--- src/rtl/userio_ps2_pkg.sv ---
// userio_ps2_pkg: shared PS/2 host state encoding and protocol byte constants
package userio_ps2_pkg;
  typedef enum logic [2:0] {S_IDLE, S_RX, S_INHIBIT, S_REQ, S_TX, S_TX_ACK} state_t;
  localparam logic [7:0] PS2_ACK = 8'hFA;
  localparam logic [7:0] PS2_RESEND = 8'hFE;
  localparam logic [7:0] PS2_ERROR = 8'hFF;
endpackage

--- src/rtl/userio_ps2_fifo.sv ---
// userio_ps2_fifo: register-based FIFO with combinational head and drop-on-full overflow pulse
module userio_ps2_fifo #(
  parameter int DEPTH = 4,
  parameter int WIDTH = 8
) (
  input  logic             clk,
  input  logic             reset,
  input  logic             push,
  input  logic [WIDTH-1:0] din,
  input  logic             pop,
  output logic             valid,
  output logic [WIDTH-1:0] dout,
  output logic             overflow
);
  localparam int AW = $clog2(DEPTH);
  logic [WIDTH-1:0] mem [DEPTH];
  logic [AW-1:0] wr, rd;
  logic [AW:0] count;
  logic full, do_push, do_pop;
  assign valid = count != '0;
  assign dout = mem[rd];
  always_comb begin
    full = count == (AW+1)'(DEPTH);
    do_pop = pop & valid;
    do_push = push & (~full | do_pop);
  end
  always_ff @(posedge clk) if (do_push) mem[wr] <= din;
  always_ff @(posedge clk) begin
    if (reset) begin
      wr <= '0;
      rd <= '0;
      count <= '0;
      overflow <= 1'b0;
    end else begin
      overflow <= push & full & ~do_pop;
      wr <= wr + AW'(do_push);
      rd <= rd + AW'(do_pop);
      count <= count + (AW+1)'(do_push) - (AW+1)'(do_pop);
    end
  end
endmodule

--- src/rtl/userio_ps2host.sv ---
// userio_ps2host: PS/2 host controller with command transmit, resend retries and RX FIFO
module userio_ps2host
  import userio_ps2_pkg::*;
#(
  parameter int FIFO_DEPTH = 4,
  parameter int INHIBIT_CYC = 700,
  parameter int TIMEOUT_CYC = 14000,
  parameter int RETRIES = 2
) (
  input  logic       clk,
  input  logic       reset,
  input  logic       clk_en,
  input  logic       ps2_clk_i,
  input  logic       ps2_dat_i,
  output logic       ps2_clk_oe,
  output logic       ps2_dat_oe,
  input  logic       cmd_valid,
  input  logic [7:0] cmd_data,
  output logic       cmd_ready,
  output logic       rx_valid,
  output logic [7:0] rx_data,
  input  logic       rx_ready,
  output logic       rx_overflow,
  output logic       frame_err,
  output logic       tx_fail
);
  localparam int TMAX = TIMEOUT_CYC > INHIBIT_CYC ? TIMEOUT_CYC : INHIBIT_CYC;
  localparam int TW = $clog2(TMAX + 1);
  localparam int RW = $clog2(RETRIES + 2);
  state_t state;
  logic [2:0] clk_h;
  logic [1:0] dat_h;
  logic [3:0] bit_cnt;
  logic [7:0] shift, cmd;
  logic [9:0] tx_frame;
  logic [RW-1:0] retry;
  logic [TW-1:0] timer;
  logic par, await_rsp, fall, dat, timed, rx_done, rx_ok, resend, push;
  assign cmd_ready = clk_en & (state == S_IDLE);
  always_comb begin
    fall = clk_h[2] & ~clk_h[1];
    dat = dat_h[1];
    timed = state == S_RX || state == S_REQ || state == S_TX || state == S_TX_ACK;
    rx_done = clk_en & fall & (state == S_RX) & (bit_cnt == 4'd9);
    rx_ok = (^{shift, par}) & dat;
    resend = await_rsp & (shift == PS2_RESEND);
    push = rx_done & rx_ok & ~(resend & (retry != '0));
    tx_frame = {1'b1, ~^cmd, cmd};
  end
  always_ff @(posedge clk) begin
    if (reset) begin
      state <= S_IDLE;
      clk_h <= '1;
      dat_h <= '1;
      bit_cnt <= '0;
      shift <= '0;
      cmd <= '0;
      par <= 1'b0;
      await_rsp <= 1'b0;
      retry <= '0;
      timer <= '0;
      ps2_clk_oe <= 1'b0;
      ps2_dat_oe <= 1'b0;
      frame_err <= 1'b0;
      tx_fail <= 1'b0;
    end else begin
      frame_err <= 1'b0;
      tx_fail <= 1'b0;
      if (clk_en) begin
        clk_h <= {clk_h[1:0], ps2_clk_i};
        dat_h <= {dat_h[0], ps2_dat_i};
        timer <= (state == S_INHIBIT || (timed && !fall)) ? timer + TW'(1) : '0;
        case (state)
          S_IDLE:
            if (cmd_valid) begin
              cmd <= cmd_data;
              retry <= RW'(RETRIES);
              await_rsp <= 1'b0;
              ps2_clk_oe <= 1'b1;
              timer <= '0;
              state <= S_INHIBIT;
            end else if (fall && !dat) begin
              bit_cnt <= '0;
              state <= S_RX;
            end
          S_RX:
            if (fall) begin
              bit_cnt <= bit_cnt + 4'd1;
              if (bit_cnt < 4'd8) shift <= {dat, shift[7:1]};
              if (bit_cnt == 4'd8) par <= dat;
              if (bit_cnt == 4'd9) begin
                state <= S_IDLE;
                await_rsp <= 1'b0;
                frame_err <= ~rx_ok;
                tx_fail <= rx_ok & resend & (retry == '0);
                if (rx_ok && resend && retry != '0) begin
                  retry <= retry - RW'(1);
                  ps2_clk_oe <= 1'b1;
                  timer <= '0;
                  state <= S_INHIBIT;
                end
              end
            end
          S_INHIBIT:
            if (timer == TW'(INHIBIT_CYC - 1)) begin
              ps2_clk_oe <= 1'b0;
              ps2_dat_oe <= 1'b1;
              timer <= '0;
              state <= S_REQ;
            end
          S_REQ:
            if (fall) begin
              ps2_dat_oe <= ~cmd[0];
              bit_cnt <= 4'd1;
              state <= S_TX;
            end
          S_TX:
            if (fall) begin
              ps2_dat_oe <= ~tx_frame[bit_cnt];
              bit_cnt <= bit_cnt + 4'd1;
              if (bit_cnt == 4'd9) state <= S_TX_ACK;
            end
          S_TX_ACK:
            if (fall) begin
              ps2_dat_oe <= 1'b0;
              frame_err <= dat;
              await_rsp <= ~dat;
              state <= S_IDLE;
            end
          default: state <= S_IDLE;
        endcase
        if (timed && !fall && timer == TW'(TIMEOUT_CYC - 1)) begin
          frame_err <= 1'b1;
          ps2_clk_oe <= 1'b0;
          ps2_dat_oe <= 1'b0;
          state <= S_IDLE;
        end
      end
    end
  end
  userio_ps2_fifo #(.DEPTH(FIFO_DEPTH), .WIDTH(8)) u_fifo (
    .clk(clk),
    .reset(reset),
    .push(push),
    .din(shift),
    .pop(rx_ready),
    .valid(rx_valid),
    .dout(rx_data),
    .overflow(rx_overflow)
  );
endmodule
--- config.mk ---
export PLATFORM = sky130hd
export DESIGN_NAME = userio_ps2host
export DESIGN_NICKNAME = d
export VERILOG_FILES = /design/src/rtl/userio_ps2_pkg.sv /design/src/rtl/userio_ps2_fifo.sv /design/src/rtl/userio_ps2host.sv
export SDC_FILE = /design/constraint.sdc
export NUM_CORES = 1
export LEC_CHECK = 0
export CORE_AREA = 2 2 99 101
export DETAILED_ROUTE_END_ITERATION = 8
export DIE_AREA = 0 0 101 103
export DONT_BUFFER_PORTS = 1
export GPL_ROUTABILITY_DRIVEN = 0
export PLACE_DENSITY = 0.59
export RECOVER_POWER = 25
export SYNTH_ARGS = -nofsm -noshare
export SYNTH_HDL_FRONTEND = slang
export SYNTH_SLANG_ARGS = --single-unit
export TNS_END_PERCENT = 1
--- constraint.sdc ---
create_clock -name clk -period 3.8 [get_ports clk]
set_input_delay 0.38 -clock clk [delete_from_list [all_inputs] [get_ports clk]]
set_output_delay 0.38 -clock clk [all_outputs]
set_load 0.02 [all_outputs]
==> qor.yml <==
floorplanning:
  fp.dieW_um: 101
  start_util_pct: 46.8
  io_pins: 30
  num_rows: 36
  fp.dieH_um: 103
  core_area_sq_mm: 0.00946
  die_area_sq_mm: 0.0104
sta:
  tns_ps: 0
  hold_viol: 0
  setup_viol: 0
  maxSlewViolCount: 0
  rsz0062_at_grt: "false"
  finClkSkew_ps: 8.81
  slew_headroom_pct: 57.6
  post-route-period-util_pct: 80.6
  worstMarginPinSlew_ps: 635
  max_freq_mhz: 327
  min_period_ps: 3060
routing:
  wl_per_cell_um: 16.5
  finalWirelength_mm: 8.90
  drc: 0
  drt_first_pass_iters: 4
  viasPerCell: 5.82
  drtAntennaViolNets: 0
  num_vias: 3138
  dr.first_iter.drc_count: 146
critical_path:
  crit_fanout: 8
  rrSetupSlack_ps: 740
  cp.required_ps: 4060
  startpoint: "shift[2]"
  r2r_start: "shift[2]"
  path_class: "flip-flop to flip-flop"
  crit_arrival_ps: 3320
  critPathLaunchType: "flip-flop"
  cp-end-kind: "flip-flop"
finish:
  n_antenna_cell: 0
  layout-drive-gt1-share_pct: 8.94
  seqCellArea_sq_mm: 0.00212
  num-nets-final: 445
  fin_cells: 539
  nFillCells: 880
  area_growth_pct: 6.93
  multi_input_area_sq_mm: 0.00216
placed_design:
  numPlacedInstances: 523
  io_buffers: 0
  dpl.hpwl_mm: 5.94
clock_tree:
  htreeDepth: 3
  cts_buffers: 9
  clockBufferDepth: 2
  clockRootBuffer: "clkbuf_8"
  cts_tree: "yes"
  clkTransAtPathRegs_ps: 90
  cts_resized: 0
  clock-sinks: 90
  cts_setup_buffers: 0
  clk_latency_ps: 360
  ctsHoldBuffers: 0
power:
  irDropWorstVdd_v: 0.000209
  total_power_mw: 2.20
  p_int_mw: 1.59
  leakagePower_nw: 1.63
  swShare_pct: 27.9
  switchingPower_mw: 0.614
  p_seq_share_pct: 49.7
  combPwrFrac_pct: 18.1
  p_clk_share_pct: 32.3
  powerDensity_mw_per_mm2: 465
global_route:
  antenna_found_initial: 0
  gr-total-overflow: 0
  track_usage_pct: 18.7
  grt_pass1_vias: 2981
  grt_max_degree: 61
  grt_pass1_wl_mm: 15.2
synthesis:
  syn_nets: 450
  ys_warn_count: 0
  ys_seq_area_share_pct: 48.0
  ys_async_sr_fraction_pct: 0
  syn_avg_cell_area_sq_um: 10.4
  ys_types: 62
  syn_inst: 425
  synth_edf_count: 32
  synth-seq-cells: 90
  synthFlopType: "dfxtp_1"
  netlist_area_sq_mm: 0.00442
worst_hold_path:
  hold_class: "input port to flip-flop"
  min_from: "reset"
status:
  status: "complete, no violations"
job:
  max_cap_violations: 0
[cell type report]
class,count,share of cell area (%)
Multi-Input combinational cell,300,45.7
Sequential cell,90,44.9
Tap cell,114,3.02
Clock buffer,11,2.78
Clock inverter,5,1.67
Inverter,13,1.03
Timing Repair Buffer,6,0.952
[Yosys cell counts (10+ instances only)]
master	number	area [sq um]
mux2i_1	16	160
o21ai_0	13	65.1
xnor2_1	16	140
nand3_1	10	50.1
inv_1	12	45.0
nand2_1	25	93.8
clkbuf_1	19	71.3
mux4_2	10	225
edfxtp_1	32	961
nor2_1	39	146
dfxtp_1	58	1160
nor2b_1	16	100
a21oi_1	19	95.1
[final timing paths]
kind,endpoint,depth (start not counted)
min reg2reg,await_rsp,2
min,timer[13],1
max,u_fifo.count[2],11
max reg2reg,u_fifo.count[2],11
[sequential cells by signal (all words and copies together), names as in the netlist, 2 cells and up]
register      count
state             3
retry             2
clk_h             3
dat_h             2
u_fifo.wr         2
shift             8
timer            14
bit_cnt           4
cmd               8
u_fifo.rd         2
u_fifo.count      3
u_fifo.mem       32
[metal layers]
metal | up-vias | global-route usage (%) | routed length [um]
met3 | 13 | 3.32 | 349
met4 | 0 | 7.28 | 157
met5 | - | 0 | 0
li1 | 1549 | - | -
met1 | 1503 | 25.6 | 4200
met2 | 73 | 29.5 | 4190
[cells in the final DEF, fill, tap and decap left out, types with 3 or more instances in the layout]
cell      netlist  final
a31oi_1         4      4
and2_1          4      4
dfxtp_1        58     58
clkbuf_8        0      9
a21oi_1        19     19
o31ai_1         8      8
nor2b_1        16     16
nand2_1        25     25
nor3b_1         4      4
xnor2_1        16     16
and3_1          4      4
and3b_1         3      3
ha_1            9      9
nor2_1         39     39
nand4_1         9      9
mux2i_1        16     16
o21ai_0        13     13
nand3b_1        9      9
o211ai_1        3      3
a211o_1         7      7
nand2b_1        9      9
nor3_1          9      9
inv_1          12     12
mux4_2         10     10
edfxtp_1       32     32
buf_4           0      6
nand3_1        10     10
xor2_1          3      3
or3_1           7      7
a21o_1          4      4
o32ai_1         4      4
[cells by family after synthesis]
family | count (synthesis) | share of synthesized area, %
flops | 90 | 48.0
mux | 26 | 8.71
fa+ha+maj | 10 | 3.00
compound gates | 77 | 12.0
simple gates | 167 | 20.9
xor+xnor | 20 | 4.27
buf+inv | 35 | 3.17
[per-stage QoR]
step / area, sq um / setup WS, ps / util [%] / hold WS (ps)
2_1_floorplan: 4420 / 1030 / - / 431
3_3_place_gp: 4520 / 826 / 47.8 / 450
3_5_place_dp: 4520 / 700 / 47.8 / 442
4_1_cts: 4730 / 688 / 50.0 / 64.6
5_1_grt: 4730 / 413 / 50.0 / 68.0
6_report: 4730 / 738 / 50.0 / 80.9
[critical path, cell delays in order (launching register included)]
cell	delay [ps]
dfxtp_1	460
xor2_1	170
xnor3_1	420
xnor2_1	220
nand3_1	160
nor3_1	510
ha_1	240
inv_1	50
fa_1	370
xor2_1	170
xnor2_1	140
nor2_1	60
[power groups by stage]
stage               logic [mW]  clock network (mW)  registers [mW]
global placement         0.396                   0            1.12
floorplan                0.382                   0            1.08
global route             0.445               0.762            1.11
detailed placement       0.401                   0            1.12
CTS                      0.404               0.727            1.10
finish                   0.398               0.710            1.09
Note: power is estimated with default switching activity, not from simulation.
